File: config.mk
export PLATFORM = sky130hd
export DESIGN_NAME = bus_resp_delay
export DESIGN_NICKNAME = d
export VERILOG_FILES = /design/src/rtl/bus_resp_delay.sv
export SDC_FILE = /design/constraint.sdc
export NUM_CORES = 1
export LEC_CHECK = 0
export BUFFER_PORTS_ARGS = -buffer_cell sky130_fd_sc_hd__buf_2
export CORE_ASPECT_RATIO = 0.75
export CORE_MARGIN = 2
export CORE_UTILIZATION = 60
export CTS_BUF_LIST = sky130_fd_sc_hd__clkbuf_4 sky130_fd_sc_hd__clkbuf_8 sky130_fd_sc_hd__clkbuf_16
export DETAILED_ROUTE_END_ITERATION = 10
export GPL_ROUTABILITY_DRIVEN = 1
export PLACE_DENSITY = 0.76
export SYNTH_ARGS = -nofsm -noshare
export SYNTH_HDL_FRONTEND = slang
export SYNTH_SLANG_ARGS = --single-unit
File: constraint.sdc
create_clock -name pclk -period 4 [get_ports pclk]
set_clock_uncertainty 0.2 [all_clocks]
set_input_delay 0.4 -clock pclk [delete_from_list [all_inputs] [get_ports pclk]]
set_output_delay 0.4 -clock pclk [all_outputs]
set_load 0.05 [all_outputs]
File: src/rtl/bus_resp_delay.sv
// Programmable response-delay stage: each accepted response is held for delay_cycles
// cycles in an in-order circular buffer before being offered downstream.
module bus_resp_delay #(
    parameter int DATA_W = 32,
    parameter int DEPTH  = 4
) (
    input  logic                       pclk,
    input  logic                       presetn,
    input  logic [31:0]                delay_cycles,
    input  logic                       s_valid,
    output logic                       s_ready,
    input  logic [DATA_W-1:0]          s_data,
    output logic                       m_valid,
    input  logic                       m_ready,
    output logic [DATA_W-1:0]          m_data,
    output logic [$clog2(DEPTH):0]     occupancy,
    output logic                       busy
);

    localparam int PW = $clog2(DEPTH);
    localparam int OW = PW + 1;

    logic [DATA_W-1:0] data_q [DEPTH];
    logic [31:0]       cnt_q  [DEPTH];
    logic [PW-1:0]     wptr_q;
    logic [PW-1:0]     rptr_q;
    logic [OW-1:0]     occ_q;
    logic [DEPTH-1:0]  live;
    logic              push;
    logic              pop;

    // An entry is live when its distance from the read pointer is below the occupancy.
    always_comb begin
        live = '0;
        for (int i = 0; i < DEPTH; i++) begin
            live[i] = ({1'b0, PW'(i) - rptr_q} < occ_q);
        end
    end

    assign s_ready   = (occ_q != OW'(DEPTH));
    assign m_valid   = (occ_q != '0) && (cnt_q[rptr_q] == 32'd0);
    assign m_data    = (occ_q != '0) ? data_q[rptr_q] : '0;
    assign occupancy = occ_q;
    assign busy      = (occ_q != '0);
    assign push      = s_valid && s_ready;
    assign pop       = m_valid && m_ready;

    // NOTE: the storage array is reset too, so no stale payload or count survives a reset.
    always_ff @(posedge pclk or negedge presetn) begin
        if (!presetn) begin
            for (int i = 0; i < DEPTH; i++) begin
                data_q[i] <= '0;
                cnt_q[i]  <= '0;
            end
            wptr_q <= '0;
            rptr_q <= '0;
            occ_q  <= '0;
        end else begin
            for (int i = 0; i < DEPTH; i++) begin
                if (push && (PW'(i) == wptr_q)) begin
                    data_q[i] <= s_data;
                    cnt_q[i]  <= delay_cycles;
                end else if (live[i] && (cnt_q[i] != 32'd0)) begin
                    cnt_q[i] <= cnt_q[i] - 32'd1;
                end
            end
            if (push) wptr_q <= wptr_q + PW'(1);
            if (pop)  rptr_q <= rptr_q + PW'(1);
            case ({push, pop})
                2'b10:   occ_q <= occ_q + OW'(1);
                2'b01:   occ_q <= occ_q - OW'(1);
                default: occ_q <= occ_q;
            endcase
        end
    end

endmodule

==> results_dict.tcl <==
set metrics [dict create \
    cts_buffers 26 \
    synth_ff_type "dfrtp_1" \
    syn2layout_area_growth_pct 15.79 \
    regArea_um2 6584 \
    status "completed" \
    whs_path_depth 3 \
    yosys_warnings 0 \
    arrival_ps 3220 \
    slowest_delay_ps 600 \
    cts_sinks 263 \
    die_area_um2 24130 \
    grt_max_degree 108 \
    finalSetupTns_ps 0 \
    clock.fmax_mhz 261.9 \
    syn_nets 1500 \
    fill_cells 1609 \
    post_synth_num_cell_types 51 \
    timing.hold.ws_ps 12.94 \
    grt_pass1_wl_um 58690 \
    via_count 11220 \
    first_global_vias 11070 \
    cts_htree_levels 1 \
    worstHoldPathType "in2reg" \
    antenna_left 0 \
    drt-total-wl_um 36430 \
    io_buffer_count 105 \
    setup_violations 0 \
    hold_viol_final 0 \
    syn_area_per_cell_um2 9.715 \
    layout.cells.most_common "nand2_1" \
    p_leak_nw 6.568 \
    r2r_setup_slack_ps 310 \
    gp_congestion 0.8999 \
    crit_buf_inv 1 \
    ff2ff_path_depth 12 \
    die_h_um 135.0 \
    ys_seq_elements 263 \
    crit_chain "or3_1 > or4_1 > nor4_1 > a21o_1 > mux2i_1 > nor2_1 > buf_2" \
    dpl.hpwl_um 23800 \
    via_per_inst 6.050 \
    wl_per_cell_um 19.65 \
    cts_tree "built" \
    io_pins 106 \
    grt_overflow 0 \
    regToRegEndpoint "occupancy[2]$_DFFE_PN0P_" \
    p_per_area_nw_per_um2 764.5 \
    cp-start-kind "flop" \
    insertion_delay_ps 540 \
    worst_slew_pin_slew_ps 1104 \
    slew_violations 0 \
    diodes 0 \
    postCtsSetupRepairBufs 0 \
    grt_usage_pct 31.15 \
    antenna_found_initial 0 \
    holdPathEnd "cnt_q[55]$_DFFE_PN0P_" \
    core_um2 22290 \
    path_max_fanout 6 \
    synthArstFlopShare_pct 100.0 \
    drt_iter0_drc 1047 \
    drive_gt1_share_pct 18.85 \
    power.total_w 0.01216 \
    instances_no_fill 1854 \
    synthCells 1414 \
    r2r-start "cnt_q[2]$_DFFE_PN0P_" \
    relSlewSlack_pct 26.17 \
    dp.cells 1762 \
    crit_type "reg2out" \
    final_cell_mix "nand2_1 (273), dfrtp_1 (261), nor2_1 (118)" \
    worstHoldStart "delay_cycles[23]" \
    multi_input_area_um2 6797 \
    post-route-min-period_ps 3818 \
    end_kind "output port" \
    rsz0062_at_grt "false" \
    netlist_area_um2 13740 \
    nets 1628 \
    die_w_um 178.7 \
    ys_seq_area_share_pct 47.91 \
    clkTransAtPathRegs_ps 60 \
    vdd_drop_max_mv 0.6002 \
    start_util_pct 61.63 \
    cp.required_ps 3400 \
    critPathSlowestCell "nor4_1" \
    finalCritPeriodShare_pct 95.46 \
    cts_buffer_depth 3 \
    synth_enable_flop_cells 0 \
    drv_cap 0 \
    critical-path-top-delay-family "simple AND/OR/NAND/NOR gates" \
    root_buffer "clkbuf_16" \
    fp-row-count 47 \
    drc 0 \
    dr.pass1.iters 5 \
]
[power breakdown]
| group | switching, W | internal [W] |
|---|---|---|
| sequential | 0.00103 | 0.00395 |
| combinational | 0.00277 | 0.00194 |
| clock | 0.00102 | 0.00144 |
[kinds of logic after synthesis]
| family | share of synthesized area (%) |
|---|---|
| fa+ha+maj | 1.694 |
| flops | 47.91 |
| compound gates | 6.695 |
| xor+xnor | 7.523 |
| mux | 10.72 |
| simple gates | 22.69 |
| buf+inv | 2.769 |
[per-stage QoR]
stage          setup WS [ps]  area (µm²)  utilization [%]
3_5_place_dp           448.4       14590            65.45
4_1_cts                286.9       15910            71.37
5_1_grt                189.3       15910            71.37
6_report               181.7       15910            71.37
3_3_place_gp           477.6       14590            65.45
2_1_floorplan          743.1       13740                -
[synth_stat cells (5+ instances only)]
cell / count / area share [%]
xor2_1: 30 / 1.9
dfrtp_1: 263 / 48
xnor2_1: 88 / 5.6
buf_1: 9 / 0.25
nor2b_1: 36 / 1.6
nor3_1: 46 / 1.7
nand3_1: 27 / 0.98
inv_1: 23 / 0.63
mux4_2: 32 / 5.2
or3_1: 18 / 0.82
or4_1: 13 / 0.71
nor4b_1: 6 / 0.38
mux2_2: 65 / 5.3
nand2_1: 276 / 7.5
a31oi_1: 11 / 0.50
ha_1: 17 / 1.5
buf_2: 9 / 0.33
nand3b_1: 5 / 0.27
o21ai_1: 5 / 0.18
a21oi_1: 75 / 2.7
nor4_1: 58 / 2.6
o21ai_0: 49 / 1.8
clkbuf_1: 56 / 1.5
nor3b_1: 5 / 0.27
nand2b_1: 5 / 0.23
nor2_1: 118 / 3.2
or2_2: 7 / 0.32
nand4_1: 15 / 0.68
o21a_1: 5 / 0.27
[flip-flops by register name, summed over array words and instances (netlist names)]
signal,count
cnt_q,128
data_q,128
occupancy,3
rptr_q,2
wptr_q,2
[worst max path at each step]
stage	startpoint	end	slack, ps	depth (start not counted)
CTS	cnt_q[2]$_DFFE_PN0P_	m_valid	290	7
detailed placement	cnt_q[2]$_DFFE_PN0P_	occupancy[2]$_DFFE_PN0P_	450	12
finish	cnt_q[2]$_DFFE_PN0P_	m_valid	180	7
global route	cnt_q[2]$_DFFE_PN0P_	m_valid	190	7
floorplan	cnt_q[36]$_DFFE_PN0P_	occupancy[2]$_DFFE_PN0P_	740	12
global placement	cnt_q[2]$_DFFE_PN0P_	occupancy[2]$_DFFE_PN0P_	480	12
[worst reg2reg max path: cells and delay by family, from the launching register on]
kind	cells	cell delay (ps)
compound gates	1	200
xor+xnor	2	280
fa+ha+maj	2	560
buf+inv	1	60
flops	1	440
mux	1	120
simple gates	5	1750
[routing by layer]
metal  GRT usage [%]  wire [µm]  vias up
li1                -          -     5155
met1           46.34      16040     5529
met2           46.93      16280      451
met3           6.503       3244       82
met4           8.175        869        0
met5               0          0        -
[cell type report]
cell class	instances	area share, %
multi-input combinational	1053	42.73
sequential	263	41.39
timing repair buffer	175	7.630
clock buffer	41	5.066
tap	294	2.313
inverter	23	0.5428
clock inverter	5	0.3304
[what timing repair did]
item,CTS,global route
hold endpoints to repair,249,0
setup endpoints to repair,0,0
resized for setup,0,0
hold buffers,46,0
Power figures use the tool's default switching activity.
